### src/rtl/zinde_pkg.sv
`default_nettype none
// ============================================================================
// Module   : zinde_pkg
// Brief    : Shared ZindeRV8 constants, loader state encoding and helpers.
// Revision : 1.0 - initial release
// ============================================================================
package zinde_pkg;

    localparam int ZRV8_ADDR_W = 8;
    localparam int ZRV8_DATA_W = 8;

    localparam logic [ZRV8_ADDR_W-1:0] ZRV8_BASE_ADDR = 8'h10;
    localparam logic [ZRV8_DATA_W-1:0] ZRV8_END_MARK  = 8'hFF;

    localparam logic [ZRV8_DATA_W-1:0] ZRV8_OP_BRK = 8'h0F;

    typedef enum logic [2:0] {
        LD_IDLE  = 3'd0,
        LD_LOAD  = 3'd1,
        LD_PATCH = 3'd2,
        LD_DONE  = 3'd3,
        LD_ERROR = 3'd4
    } ld_state_e;

    function automatic logic [7:0] sat_inc8(input logic [7:0] v);
        return (v == 8'hFF) ? v : v + 8'd1;
    endfunction

endpackage
`default_nettype wire

### src/rtl/zinde_prog_loader.sv
`default_nettype none
// ============================================================================
// Module   : zinde_prog_loader
// Brief    : Streams a program into ZindeRV8 RAM, then hands RAM to the CPU.
//            Define ZRV8_LOADER_PATCH_EN to add a one-byte poke after loading.
// Revision : 1.0 - initial release
// ============================================================================
module zinde_prog_loader
    import zinde_pkg::*;
#(
    parameter logic [ZRV8_ADDR_W-1:0] BASE_ADDR  = ZRV8_BASE_ADDR,
    parameter logic [ZRV8_DATA_W-1:0] END_MARK   = ZRV8_END_MARK,
    parameter logic [ZRV8_ADDR_W-1:0] PATCH_ADDR = 8'h50,
    parameter logic [ZRV8_DATA_W-1:0] PATCH_DATA = 8'h09
) (
    input  logic                   clkn,
    input  logic                   rstn,
    input  logic                   start,
    input  logic                   s_valid,
    input  logic [ZRV8_DATA_W-1:0] s_data,
    output logic                   s_ready,
    output logic                   mem_sel,
    output logic                   mem_we,
    output logic [ZRV8_ADDR_W-1:0] mem_adr,
    output logic [ZRV8_DATA_W-1:0] mem_data,
    output logic                   cpu_run,
    output logic                   busy,
    output logic                   err_ovf,
    output logic [7:0]             byte_cnt
);

    ld_state_e              state_q, state_d;
    logic                   sel_q, sel_d;
    logic                   run_q, run_d;
    logic                   ovf_q, ovf_d;
    logic [7:0]             cnt_q, cnt_d;
    // Extra MSB flags that the pointer has wrapped past the top of RAM.
    logic [ZRV8_ADDR_W:0]   ptr_q, ptr_d;
    logic                   we_q, we_d;
    logic [ZRV8_ADDR_W-1:0] adr_q, adr_d;
    logic [ZRV8_DATA_W-1:0] dat_q, dat_d;

`ifndef ZRV8_LOADER_PATCH_EN
    logic w_unused_patch;
    assign w_unused_patch = ^{PATCH_ADDR, PATCH_DATA};
`endif

    always_comb begin
        state_d = state_q;
        sel_d   = sel_q;
        run_d   = run_q;
        ovf_d   = ovf_q;
        cnt_d   = cnt_q;
        ptr_d   = ptr_q;
        we_d    = 1'b0;
        adr_d   = adr_q;
        dat_d   = dat_q;
        case (state_q)
            LD_IDLE, LD_DONE, LD_ERROR: begin
                if (start) begin
                    state_d = LD_LOAD;
                    sel_d   = 1'b1;
                    run_d   = 1'b0;
                    ovf_d   = 1'b0;
                    cnt_d   = 8'd0;
                    ptr_d   = {1'b0, BASE_ADDR};
                end
            end
            LD_LOAD: begin
                if (s_valid) begin
                    if (s_data == END_MARK) begin
`ifdef ZRV8_LOADER_PATCH_EN
                        state_d = LD_PATCH;
                        we_d    = 1'b1;
                        adr_d   = PATCH_ADDR;
                        dat_d   = PATCH_DATA;
`else
                        state_d = LD_DONE;
                        sel_d   = 1'b0;
                        run_d   = 1'b1;
`endif
                    end else if (ptr_q[ZRV8_ADDR_W]) begin
                        state_d = LD_ERROR;
                        ovf_d   = 1'b1;
                    end else begin
                        we_d    = 1'b1;
                        adr_d   = ptr_q[ZRV8_ADDR_W-1:0];
                        dat_d   = s_data;
                        ptr_d   = ptr_q + 9'd1;
                        cnt_d   = sat_inc8(cnt_q);
                    end
                end
            end
            LD_PATCH: begin
                state_d = LD_DONE;
                sel_d   = 1'b0;
                run_d   = 1'b1;
            end
            default: state_d = LD_IDLE;
        endcase
    end

    always_ff @(posedge clkn) begin
        if (rstn) begin
            state_q <= LD_IDLE;
            sel_q   <= 1'b0;
            run_q   <= 1'b0;
            ovf_q   <= 1'b0;
            cnt_q   <= 8'd0;
            ptr_q   <= '0;
        end else begin
            state_q <= state_d;
            sel_q   <= sel_d;
            run_q   <= run_d;
            ovf_q   <= ovf_d;
            cnt_q   <= cnt_d;
            ptr_q   <= ptr_d;
        end
    end

    always_ff @(posedge clkn) begin
        if (rstn) begin
            we_q  <= 1'b0;
            adr_q <= '0;
            dat_q <= '0;
        end else begin
            we_q  <= we_d;
            adr_q <= adr_d;
            dat_q <= dat_d;
        end
    end

    assign s_ready  = (state_q == LD_LOAD);
    assign busy     = (state_q == LD_LOAD) || (state_q == LD_PATCH);
    assign mem_sel  = sel_q;
    assign mem_we   = we_q;
    assign mem_adr  = adr_q;
    assign mem_data = dat_q;
    assign cpu_run  = run_q;
    assign err_ovf  = ovf_q;
    assign byte_cnt = cnt_q;

endmodule
`default_nettype wire

### config.mk
export PLATFORM = sky130hd
export DESIGN_NAME = zinde_prog_loader
export DESIGN_NICKNAME = d
export VERILOG_FILES = /design/src/rtl/zinde_pkg.sv /design/src/rtl/zinde_prog_loader.sv
export SDC_FILE = /design/constraint.sdc
export NUM_CORES = 1
export LEC_CHECK = 0
export ABC_AREA = 1
export CORE_ASPECT_RATIO = 0.6
export CORE_MARGIN = 4
export CORE_UTILIZATION = 51
export CTS_CLUSTER_DIAMETER = 80
export DETAILED_ROUTE_END_ITERATION = 16
export GPL_ROUTABILITY_DRIVEN = 0
export PLACE_DENSITY = 0.85
export REMOVE_ABC_BUFFERS = 1
export SYNTH_ARGS = -nofsm -noshare
export SYNTH_HDL_FRONTEND = slang
export SYNTH_SLANG_ARGS = --single-unit
### constraint.sdc
create_clock -name clkn -period 1.6 [get_ports clkn]
set_input_delay 0.24 -clock clkn [delete_from_list [all_inputs] [get_ports clkn]]
set_output_delay 0.24 -clock clkn [all_outputs]
set_load 0.01 [all_outputs]
# Yosys cells after proc, flatten, opt, wreduce, memory -nomap -nowiden
# Cells that the tools add are included.
# classes
div_mod_pow	0
addsub	2
n_lt_le_gt_ge	0
shifts	0
mux	29
n_reduce_logical	13
multipliers	0
n_eq_ne	14
bitwise	4
# op_table
op	n
$mux W8	5
$mux W9	4
$pmux W9 S2	1
$eq A8 B8 Y1 const B	2
$pmux W8 S2	1
$mux W3	4
$reduce_and A4 Y1	3
$mux W1	10
$ne A2 B2 Y1 const B	5
$reduce_and A5 Y1	2
$add A9 B1 Y9 const B	1
$pmux W3 S3	1
$add A8 B1 Y8 const B	1
$eq A3 B2 Y1 const B	2
$pmux W1 S3	2
$reduce_and A6 Y1	1
$ne A2 B1 Y1 const B	2
$not A1 Y1	4
$reduce_or A4 Y1	1
$eq A3 B1 Y1 const B	1
$eq A3 B3 Y1 const B	1
$logic_not A3 Y1	1
$ne A3 B1 Y1 const B	1
$reduce_and A3 Y1	1
other kinds (5)	5
# word_totals
ram_bits	0
wordCells	72
latch_bits	0
register_bits	40
rom_bits	0
mem_count	0
output_inout_bits	30

# Depth between registers and ports, before layout
# logic_depth
depth_word	6
depth_mapped	12
depth_no_buf	10

# Worst setup path before layout
# No wires, ideal clock.
# synth_timing
path_kind	reg-to-reg
startpoint	reg cnt_q[0] (netlist: byte_cnt[0])
endpoint	reg cnt_q[0] (netlist: byte_cnt[0])
stages_incl_launch_ff	10
setup_slack_ns	0.167
t_arrival_ns	1.318
n_path_buf	1
setup_time_ns	0.115
cell_sequence	dfxtp_1 ha_1 nand2_1 inv_1 nand2_1 nor2_1 a21oi_2 buf_4 a21oi_1 nor2_1
# synth_between
elab_chain_cells	6
word_cells_on_any_way	9
classes_between	add/sub: 1; eq/ne: 2; mux: 5; reduce/logical: 1
# synth_rtl
element	line	source
from (decl)	zinde_prog_loader.sv:36	logic [7:0] cnt_q, cnt_d;
from (signal assigned)	zinde_prog_loader.sv:116	cnt_q <= cnt_d;
$add A8 B1 Y8	zinde_pkg.sv:26	return (v == 8'hFF) ? v : v + 8'd1;
$mux W8	zinde_pkg.sv:26	
$mux W8	zinde_prog_loader.sv:82	end else if (ptr_q[ZRV8_ADDR_W]) begin
$mux W8	zinde_prog_loader.sv:71	if (s_data == END_MARK) begin
$mux W8	zinde_prog_loader.sv:70	if (s_valid) begin
$pmux W8 S2	zinde_prog_loader.sv:58	case (state_q)
# Several ways; a longest one is shown, not always the timed one. The select of a mux whose other input is x is not followed.
# A chain may end at the register's enable or synchronous reset.

# Final worst setup path
# layout_timing
startpoint	reg state_q[0]
endpoint	reg cnt_q[2] (netlist: byte_cnt[2])
# layout_between
elab_chain_cells	4
word_cells_on_any_way	13
classes_between	eq/ne: 8; mux: 1; reduce/logical: 4
# layout_rtl
element	line	source
from (decl)	zinde_prog_loader.sv:32	ld_state_e state_q, state_d;
from (signal assigned)	zinde_prog_loader.sv:112	state_q <= state_d;
$eq A3 B2 Y1, or another cell as far along	zinde_prog_loader.sv:58	
$reduce_or A3 Y1	zinde_prog_loader.sv:58	
$ne A2 B2 Y1 (no line) or $reduce_bool A2 Y1 (tied branches)	--	
$reduce_and A6 Y1 (no line)	--	
# Several ways; a longest one is shown, not always the timed one.

==> flow_summary_export.csv <==
group,metric,value,unit
status,status,"completed",
worst_setup_path,path_cells,"buf_4 -> nand3_4 -> buf_4 -> nor2_2 -> a21oi_4 -> buf_6 -> nand3_1 -> a21oi_2",
layout,final_area,0.00285,mm²
sta,finalClockSkew,8.95,ps
synthesis,async_reset_ff_share,0,%
synthesis,synth_warnings,0,
synthesis,synthDistinctLibCells,28,
floorplanning,pin_count,42,
pwr,finalPower,0.00490,W
layout,layout_commonest_cell,"nand2_1",
synthesis,ys.flop_type,"dfxtp_1",
placement,dp_slack,-322,ps
placement,portBuffers,41,
hold_path,hold_class,"reg -> reg",
sta,hold_viol_final,0,
sta,min_period_over_period,96.9,%
floorplanning,die_area,0.00507,mm²
layout,num-fill-cells,277,
global_routing,gr-total-overflow,0,
synthesis,synth_area,0.00202,mm²
worst_setup_path,crit_fanout,7,
layout,layout.area.seq,806,µm²
layout,nNetsFinal,362,
floorplanning,initial_core_util,54.0,%
clock_tree,clkTransAtPathRegs,80,ps
global_routing,antenna_found_initial,0,
worst_setup_path,r2r_cells,8,
synthesis,synth_largest_area_cell,"dfxtp_1",
sta,setup_viol,0,
layout,drive_gt1_share,21.2,%
placement,post-dp-hpwl,3590,µm
route,ant_nets,0,
pwr,power_leakage,1.18,nW
sta,period_needed,1550,ps
worst_setup_path,rrSetupSlack,50,ps
job,drv_cap,0,
floorplanning,row_count,17,
synthesis,syn_inst,286,
sta,rsz0062_at_grt,"yes",
route,routed_wl,5420,µm
layout,diodes,0,
worst_setup_path,reg2reg_to,"byte_cnt[2]",
layout,final_cell_mix,"59 x nand2_1, 46 x nor2_1, 38 x dfxtp_1, 38 x clkdlybuf4s50_1, 23 x inv_1",
route,dr.pass1.iters,4,
worst_setup_path,timing.rr.start,"state_q[0]",
clock_tree,cts_buffers,5,
sta,setup_ws,50.0,ps
clock_tree,h-tree-depth,2,
global_routing,grt_pass1_wl,8670,µm
pwr,ir_worst_vdd,1.06,mV
floorplanning,die_w,89.3,µm
synthesis,syn_avg_cell_area,7.07,µm²
clock_tree,hold_buffers,0,
route,drt_first_iter_violations,126,
synthesis,synth_edf_count,0,
clock_tree,cts_tree,"yes",
floorplanning,die_h,56.8,µm
worst_setup_path,startpoint,"state_q[0]",
layout,syn2layout_area_growth,41.2,%
route,vias_per_cell,5.23,
global_routing,grt.total_usage,22.0,%
worst_setup_path,end_kind,"flip-flop",
route,vias,2070,
placement,place_area,0.00261,mm²
worst_setup_path,required,1820,ps
route,drc_errors,0,
clock_tree,clk_path_buf_depth,2,
layout,multi_input_area,0.00107,mm²
worst_setup_path,crit_path_max_incr_delay,380,ps
worst_setup_path,crit_end,"byte_cnt[2]",
clock_tree,clk_latency,300,ps
pwr,powerDensity,1720,mW/mm²
synthesis,synth_top_cell_area_share,39.6,%
worst_setup_path,cp-start-kind,"flip-flop",
worst_setup_path,worstSetupPathType,"reg -> reg",
sta,maxSlewViolCount,0,
synthesis,synth-seq-cells,40,
sta,slew_headroom,80.5,%
global_routing,grt_pass1_vias,1914,
floorplanning,coreArea,0.00374,mm²
worst_setup_path,arrival,1770,ps
global_routing,grt_max_degree,24,
worst_setup_path,path_common_cell,"buf_4",
sta,max_freq,645,MHz
route,routedWlPerCell,13.7,µm
clock_tree,cts_root_buf,"clkbuf_8",
synthesis,ys_seq_area_share,39.6,%
layout,fin_util,76.2,%
worst_setup_path,slowest_stage,"dfxtp_4",
sta,worst_pin_slew,291,ps
synthesis,synth.area.top_cells,"dfxtp_1 40%, nand2_1 11%, nor2_1 9.3%",
clock_tree,clock-sinks,40,
Yosys cell counts (2+ instances only):
cell,count
a21oi_1,21
a21oi_2,7
buf_2,2
buf_4,3
buf_6,2
clkbuf_1,4
dfxtp_1,40
ha_1,2
inv_1,24
inv_2,4
nand2_1,60
nand2_2,5
nand3_1,19
nand3_2,3
nand4_1,2
nor2_1,50
nor2_2,3
nor2_4,4
o21ai_0,17
o21ai_1,5
o21bai_1,2
layer usage:
metal / GRT usage (%) / up-vias / part of all wire [%]
met3: 6.01 / 11 / 7.9
li1: - / 1038 / -
met1: 29.4 / 937 / 45
met4: 8.70 / 0 / 1.1
met2: 33.4 / 84 / 46
met5: 0 / - / 0
worst max-delay path, delay by kind of cell (launching register included):
family                 cells  cell delay, ps
AOI/OAI and AO/OA          2             380
DFF                        1             380
buffers and inverters      3             470
and+or+nand+nor            3             260
power by group:
| part | internal (W) | leakage, nW | switching [W] | total [W] |
|---|---|---|---|---|
| sequential | 0.00122 | 0.327 | 0.000167 | 0.00139 |
| combinational | 0.00108 | 0.779 | 0.00128 | 0.00236 |
| clock | 0.000780 | 0.0784 | 0.000361 | 0.00114 |
| total | 0.00309 | 1.18 | 0.00181 | 0.00490 |
metrics by stage:
stage	setup TNS, ps	std cells	hold slack (ps)
2_1_floorplan	-29.1	274	302
3_3_place_gp	-5090	384	452
3_5_place_dp	-6300	384	464
4_1_cts	0	394	478
5_1_grt	-14.3	396	514
6_report	0	396	474
cell families after synthesis:
kind of cell,Yosys count,synth area share [%]
AO/OA/AOI/OAI,52,14.4
adder cells (fa/ha/maj),2,1.24
flip-flops,40,39.6
XOR/XNOR,1,0.433
buffers and inverters,40,9.41
AND/OR/NAND/NOR,151,34.9
area by class of cell:
cell class	instances	area share, %
Multi-Input combinational cell	207	37.6
Inverter	28	3.68
Timing Repair Buffer	66	22.8
Tap cell	47	2.06
Clock inverter	3	3.16
Sequential cell	40	28.2
Clock buffer	5	2.41
state kept, by name, indices dropped and copies added (netlist names):
signal,flops
err_ovf,1
mem_sel,1
ptr_q,9
cpu_run,1
mem_we,1
state_q,3
mem_adr,8
byte_cnt,8
mem_data,8
what timing repair did:
action | 4_1_cts | 5_1_grt
pin swaps | 1 | 1
setup buffers | 1 | 2
gates resized for setup | 7 | 14
endpoints found under the setup margin | 22 | 16
hold endpoints to repair | 0 | 0
gates cloned | 1 | 0
worst min path at each step:
stage | cells after the start | slack [ps] | to | from
floorplan | 1 | 300 | ptr_q[1] | rstn
global placement | 2 | 450 | cpu_run | cpu_run
detailed placement | 2 | 460 | mem_sel | mem_sel
CTS | 2 | 480 | mem_sel | mem_sel
global route | 2 | 510 | mem_sel | mem_sel
finish | 2 | 470 | mem_sel | mem_sel
(Power assumes the default switching activity.)
